`src/rtl/vga_timing_gen_pkg.sv`:
```
// Shared 800x600@72 timing constants and the 4:4:4 colour word layout used by
// the scan engine, the frame buffer and software bus-word packing.
package vga_timing_gen_pkg;

    localparam int H_VISIBLE_DEF = 800;
    localparam int H_FRONT_DEF   = 56;
    localparam int H_SYNC_DEF    = 120;
    localparam int H_BACK_DEF    = 64;
    localparam int V_VISIBLE_DEF = 600;
    localparam int V_FRONT_DEF   = 37;
    localparam int V_SYNC_DEF    = 6;
    localparam int V_BACK_DEF    = 23;

    localparam int H_TOTAL_DEF = H_VISIBLE_DEF + H_FRONT_DEF + H_SYNC_DEF + H_BACK_DEF;
    localparam int V_TOTAL_DEF = V_VISIBLE_DEF + V_FRONT_DEF + V_SYNC_DEF + V_BACK_DEF;

    localparam int X_W      = 11;
    localparam int Y_W      = 10;
    localparam int COLOUR_W = 12;

    typedef struct packed {
        logic [3:0] r;
        logic [3:0] g;
        logic [3:0] b;
    } rgb444_t;

    localparam rgb444_t RGB_BLACK = rgb444_t'(12'h000);

    function automatic rgb444_t to_rgb444(input logic [COLOUR_W-1:0] word);
        return rgb444_t'(word);
    endfunction

endpackage

```
`src/rtl/vga_axis_counter.sv`:
```
// One scan axis: counts through visible/front/sync/back regions and reports
// terminal count plus region flags decoded from the current count.
module vga_axis_counter
    import vga_timing_gen_pkg::*;
#(
    parameter int VISIBLE = 800,
    parameter int FRONT   = 56,
    parameter int SYNC    = 120,
    parameter int BACK    = 64,
    parameter int W       = X_W
) (
    input  logic         clk,
    input  logic         rst,
    input  logic         en,
    output logic [W-1:0] cnt,
    output logic         tc,
    output logic         in_sync,
    output logic         in_visible
);

    localparam int TOTAL      = VISIBLE + FRONT + SYNC + BACK;
    localparam int SYNC_START = VISIBLE + FRONT;
    localparam int SYNC_END   = VISIBLE + FRONT + SYNC;

    logic [W-1:0] cnt_r;

    // Position counter, wraps at TOTAL-1 when enabled
    always_ff @(posedge clk) begin
        if (!rst) begin
            cnt_r <= {W{1'b0}};
        end else if (en) begin
            if (cnt_r == W'(TOTAL - 1)) begin
                cnt_r <= {W{1'b0}};
            end else begin
                cnt_r <= cnt_r + W'(1);
            end
        end else begin
            cnt_r <= cnt_r;
        end
    end

    // Region flags compared at 32 bits so a total of exactly 2^W still decodes
    assign cnt        = cnt_r;
    assign tc         = (cnt_r == W'(TOTAL - 1));
    assign in_visible = (32'(cnt_r) < VISIBLE);
    assign in_sync    = (32'(cnt_r) >= SYNC_START) && (32'(cnt_r) < SYNC_END);

endmodule

```
`src/rtl/vga_timing_gen.sv`:
```
// VGA scan engine: pixel clock-enable, x/y scan counters for the frame buffer,
// and a registered pin stage carrying colour, sync and the frame trigger.
module vga_timing_gen
    import vga_timing_gen_pkg::*;
#(
    parameter int   PIX_DIV   = 2,
    parameter int   H_VISIBLE = H_VISIBLE_DEF,
    parameter int   H_FRONT   = H_FRONT_DEF,
    parameter int   H_SYNC    = H_SYNC_DEF,
    parameter int   H_BACK    = H_BACK_DEF,
    parameter int   V_VISIBLE = V_VISIBLE_DEF,
    parameter int   V_FRONT   = V_FRONT_DEF,
    parameter int   V_SYNC    = V_SYNC_DEF,
    parameter int   V_BACK    = V_BACK_DEF,
    parameter logic SYNC_POL  = 1'b1
) (
    input  logic                clk,
    input  logic                rst,
    input  logic [COLOUR_W-1:0] colour_in,
    output logic [X_W-1:0]      x,
    output logic [Y_W-1:0]      y,
    output logic                frame_trig,
    output logic                hsync,
    output logic                vsync,
    output logic [3:0]          vga_r,
    output logic [3:0]          vga_g,
    output logic [3:0]          vga_b
);

    localparam int H_TOTAL = H_VISIBLE + H_FRONT + H_SYNC + H_BACK;
    localparam int V_TOTAL = V_VISIBLE + V_FRONT + V_SYNC + V_BACK;
    localparam int DIV_W   = (PIX_DIV > 1) ? $clog2(PIX_DIV) : 1;

    if (PIX_DIV < 1) begin : g_bad_div
        $error("vga_timing_gen: PIX_DIV must be at least 1");
    end
    if (H_TOTAL > (1 << X_W)) begin : g_bad_h
        $error("vga_timing_gen: H_TOTAL does not fit the x port");
    end
    if (V_TOTAL > (1 << Y_W)) begin : g_bad_v
        $error("vga_timing_gen: V_TOTAL does not fit the y port");
    end

    logic [DIV_W-1:0] div_cnt_r;
    logic             pix_ce_s;
    logic             h_tc_s, h_in_sync_s, h_in_vis_s;
    logic             v_tc_unused_s, v_in_sync_s, v_in_vis_s;
    logic [X_W-1:0]   x_s;
    logic [Y_W-1:0]   y_s;
    logic             hsync_r, vsync_r, frame_trig_r;
    rgb444_t          rgb_r;

    assign pix_ce_s = (div_cnt_r == DIV_W'(PIX_DIV - 1));

    // Pixel clock-enable divider; stays at zero when PIX_DIV is 1
    always_ff @(posedge clk) begin
        if (!rst) begin
            div_cnt_r <= {DIV_W{1'b0}};
        end else if (pix_ce_s) begin
            div_cnt_r <= {DIV_W{1'b0}};
        end else begin
            div_cnt_r <= div_cnt_r + DIV_W'(1);
        end
    end

    vga_axis_counter #(
        .VISIBLE(H_VISIBLE), .FRONT(H_FRONT), .SYNC(H_SYNC), .BACK(H_BACK), .W(X_W)
    ) u_h_axis (
        .clk(clk), .rst(rst), .en(pix_ce_s),
        .cnt(x_s), .tc(h_tc_s), .in_sync(h_in_sync_s), .in_visible(h_in_vis_s)
    );

    vga_axis_counter #(
        .VISIBLE(V_VISIBLE), .FRONT(V_FRONT), .SYNC(V_SYNC), .BACK(V_BACK), .W(Y_W)
    ) u_v_axis (
        .clk(clk), .rst(rst), .en(pix_ce_s && h_tc_s),
        .cnt(y_s), .tc(v_tc_unused_s), .in_sync(v_in_sync_s), .in_visible(v_in_vis_s)
    );

    // Pin stage: one pixel behind x/y; frame_trig is a single-clk pulse
    always_ff @(posedge clk) begin
        if (!rst) begin
            hsync_r      <= ~SYNC_POL;
            vsync_r      <= ~SYNC_POL;
            rgb_r        <= RGB_BLACK;
            frame_trig_r <= 1'b0;
        end else begin
            frame_trig_r <= pix_ce_s && h_tc_s && (y_s == Y_W'(V_VISIBLE - 1));
            if (pix_ce_s) begin
                hsync_r <= h_in_sync_s ? SYNC_POL : ~SYNC_POL;
                vsync_r <= v_in_sync_s ? SYNC_POL : ~SYNC_POL;
                rgb_r   <= (h_in_vis_s && v_in_vis_s) ? to_rgb444(colour_in) : RGB_BLACK;
            end else begin
                hsync_r <= hsync_r;
                vsync_r <= vsync_r;
                rgb_r   <= rgb_r;
            end
        end
    end

    assign x          = x_s;
    assign y          = y_s;
    assign hsync      = hsync_r;
    assign vsync      = vsync_r;
    assign frame_trig = frame_trig_r;
    assign vga_r      = rgb_r.r;
    assign vga_g      = rgb_r.g;
    assign vga_b      = rgb_r.b;

endmodule

```
`config.mk`:
```
export PLATFORM = sky130hd
export DESIGN_NAME = vga_timing_gen
export DESIGN_NICKNAME = d
export VERILOG_FILES = /design/src/rtl/vga_timing_gen_pkg.sv /design/src/rtl/vga_axis_counter.sv /design/src/rtl/vga_timing_gen.sv
export SDC_FILE = /design/constraint.sdc
export NUM_CORES = 1
export LEC_CHECK = 0
export BUFFER_PORTS_ARGS = -buffer_cell sky130_fd_sc_hd__buf_2
export CAP_MARGIN = 30
export CORE_MARGIN = 2
export CORE_UTILIZATION = 55
export CTS_CLUSTER_DIAMETER = 60
export DETAILED_ROUTE_END_ITERATION = 16
export PLACE_DENSITY = 0.84
export SLEW_MARGIN = 0
export SYNTH_ARGS = -nofsm -noshare
export SYNTH_HDL_FRONTEND = slang
export SYNTH_SLANG_ARGS = --single-unit
```
`constraint.sdc`:
```
create_clock -name clk -period 5.4 [get_ports clk]
set_input_delay 0.54 -clock clk [delete_from_list [all_inputs] [get_ports clk]]
set_output_delay 0.54 -clock clk [all_outputs]
set_load 0.1 [all_outputs]
```
==> flow_metrics.py <==
metrics = {
    "outcome": {
        "status": "complete, no violations",
    },
    "timing": {
        "hold_viol": 0,
        "fin_crit_ns": 2.113,
        "max_freq_mhz": 473.3,
        "period_share_pct": 39.13,
        "final.setup_skew_ns": 0.01688,
        "rsz0062_at_grt": "false",
        "fin_ws_ns": 3.287,
        "finalSetupTns_ns": 0,
        "worst_pin_slew_ns": 0.8123,
        "setup_viol": 0,
        "slew_viol_final": 0,
        "timing.max_slew.rel_slack_pct": 45.73,
    },
    "cells_and_area": {
        "layout.nets": 250,
        "drive_gt1_share_pct": 25.86,
        "diodes": 0,
        "area_delta_synth_final_pct": 17.56,
        "fillers": 256,
        "post-route-util_pct": 66.96,
    },
    "yosys": {
        "ys_warn_count": 0,
        "synth_area_leaders": "dfxtp_1, a22o_1, xnor2_1",
        "synth_area_mm2": 0.001710,
        "ys.flop_type": "dfxtp_1",
        "avgSynthCellArea_um2": 9.196,
        "syn_nets": 205,
        "yosysUniqueCellTypes": 37,
        "synth_top_cell_by_area": "dfxtp_1",
        "ys_seq_area_share_pct": 43.31,
        "synth_edf_count": 0,
        "synth.top_cell.area_share_pct": 43.31,
        "ys_ff_latch": 37,
        "syn_inst": 186,
        "async_reset_ff_share_pct": 0,
    },
    "clock_network": {
        "clock_sinks": 37,
        "clk_path_buf_depth": 2,
        "clk_latency_ns": 0.36,
        "clkTransAtPathRegs_ns": 0.11,
        "cts_resized": 0,
        "postCtsSetupRepairBufs": 0,
        "cts_tree": "done",
        "cts_hold_buf": 0,
        "cts_root_buf": "clkbuf_4",
        "cts_made_buffers": 5,
        "htreeDepth": 2,
    },
    "worst_setup_path": {
        "end_kind": "flop",
        "worstReg2RegStart": "u_h_axis.cnt[0]",
        "cp-endpoint": "u_v_axis.cnt[5]",
        "worstSetupStartpointType": "flop",
        "criticalPathCategory": "reg2reg",
        "reg2regPathDepth": 5,
        "cp_num_cells": 5,
        "critPathBufInv": 0,
        "cpPeakStageDelay_ns": 0.63,
        "reg2reg_to": "u_v_axis.cnt[5]",
        "slowest_stage": "o21ai_1",
        "crit_path_start": "u_h_axis.cnt[0]",
        "crit_arrival_ns": 2.33,
        "ff2ff_setup_slack_ns": 3.29,
        "crit_chain": "ha_1 -> and2_0 -> nand4_4 -> o21ai_1 -> nor3_1",
        "cp_top_family": "simple AND/OR/NAND/NOR gates",
        "crit_required_ns": 5.61,
        "cp_max_fo": 10,
    },
    "placed_design": {
        "post-dp-hpwl_um": 2634,
        "dp_slack_ns": 3.337,
        "place_congestion": 0.8130,
        "numPortBuffers": 49,
    },
    "pwr": {
        "ir_drop_mv": 0.1491,
        "leakage_nw": 0.8204,
        "powerDensity_mw_per_mm2": 259.9,
    },
    "global_route": {
        "antenna_found_initial": 0,
        "grt_max_degree": 17,
        "grt_pass1_wl_um": 5782,
        "grt.overflow.total": 0,
        "grt_pass1_vias": 1302,
        "grt_use_total_pct": 21.52,
    },
    "drt": {
        "via_per_inst": 5.789,
        "wl_per_cell_um": 13.63,
        "ant_nets": 0,
        "initialDrtViolationCount": 55,
        "num_vias": 1534,
        "drc": 0,
        "finalWirelength_um": 3611,
        "first_pass_iters": 4,
    },
    "floorplanning": {
        "die_area_mm2": 0.003572,
        "num_rows": 20,
        "start_util_pct": 56.96,
        "dieHeight_um": 59.77,
        "core_mm2": 0.003003,
        "die_x_um": 59.77,
        "io_pins": 50,
    },
    "run": {
        "maxCapViolations": 0,
    },
    "min_path": {
        "hold_class": "in2reg",
    },
}
-- worst reg2reg max path: stages, from the launching register on --
cell and delay, ns:
dfxtp_1 0.46, ha_1 0.25, and2_0 0.33, nand4_4 0.22
o21ai_1 0.63, nor3_1 0.10
-- power by group --
| group | internal, mW | switching, mW | total [mW] |
|---|---|---|---|
| logic | 0.0149 | 0.0625 | 0.0774 |
| clock network | 0.0635 | 0.0944 | 0.158 |
| registers | 0.280 | 0.00724 | 0.287 |
-- per-layer routing --
layer / part of all wire [%] / wire length [um] / track usage (%)
met5: 0 / 0 / 0
met4: 2.0 / 72 / 11.43
met3: 6.3 / 226 / 4.545
met2: 47 / 1711 / 33.85
met1: 44 / 1600 / 27.49
-- metrics by stage --
stage	std cells	area [um^2]	power, mW	hold slack (ns)
2_1_floorplan	186	1710	0.3561	0.6657
3_3_place_gp	257	1946	0.3701	0.4569
3_5_place_dp	257	1946	0.3710	0.4586
4_1_cts	265	2011	0.5272	0.3777
5_1_grt	265	2011	0.5406	0.3726
6_report	265	2011	0.5226	0.3897
-- cells by family after synthesis --
family	share of synthesized area, %
AND/OR/NAND/NOR	27.07
flip-flops	43.31
AO/OA/AOI/OAI	14.48
buffers and inverters	4.755
XOR/XNOR	6.145
adder cells (fa/ha/maj)	3.658
multiplexers	0.5852
-- cell type report --
type                    instances  area [um^2]  share of cell area (%)
multi-input cells             130        888.4                   44.18
flip-flops and latches         37        740.7                   36.84
repair buffers                 49        245.2                   12.20
clock buffers                   6        51.30                   2.551
well taps                      33        41.29                   2.054
inverters                       8        30.03                   1.493
clock inverters                 2        13.76                  0.6845
-- registers in the layout (all words and copies together), names as in the netlist --
register / count
vga_r: 4
div_cnt_r: 1
u_v_axis.cnt: 10
vga_b: 4
hsync: 1
frame_trig: 1
vsync: 1
u_h_axis.cnt: 11
vga_g: 4
-- worst min path at each step --
stage                  from        to  slack, ns  cells after the start
3_5_place_dp       vga_g[3]  vga_g[3]       0.46                      1
4_1_cts        colour_in[8]  vga_r[0]       0.38                      2
6_report       colour_in[1]  vga_b[1]       0.39                      2
5_1_grt        colour_in[8]  vga_r[0]       0.37                      2
2_1_floorplan  colour_in[0]  vga_b[0]       0.67                      1
3_3_place_gp       vga_b[0]  vga_b[0]       0.46                      1
-- cell usage in the layout (no fill, tap or decap) --
master / instances
xor2_1: 3
and2_0: 1
nor4bb_1: 1
nor4_1: 2
a21oi_1: 8
nand3_1: 9
nand2b_1: 6
o21ai_0: 7
ha_1: 5
dfxtp_1: 37
nand3b_1: 1
a22oi_1: 1
nor3b_1: 1
clkbuf_8: 1
nor3_1: 8
a21boi_0: 2
clkinv_4: 1
nand2_1: 7
and4_1: 2
or4_1: 2
o31ai_1: 3
nand4b_1: 1
o2bb2ai_1: 1
o32ai_1: 1
or3_1: 4
a22o_1: 12
mux2i_1: 1
buf_2: 49
clkbuf_4: 5
nand4_1: 9
clkinv_2: 1
nor2_1: 16
nor2b_1: 2
o21ai_1: 1
and2_1: 1
inv_1: 8
nor4b_4: 2
nand4_4: 1
xnor2_1: 9
-- synth_stat cells (all sizes together) (2+ instances only) --
master,n
or3,4
nor4,2
and4,2
nand4,10
nand2b,6
buf,3
inv,8
xor2,3
nor3,8
a21oi,8
nand3,9
clkbuf,8
nor2b,2
xnor2,9
or4,2
a22o,12
nor2,16
o21ai,8
and2,2
a21boi,2
o31ai,3
dfxtp,37
nor4b,2
nand2,7
ha,5
(Power assumes the default switching activity.)
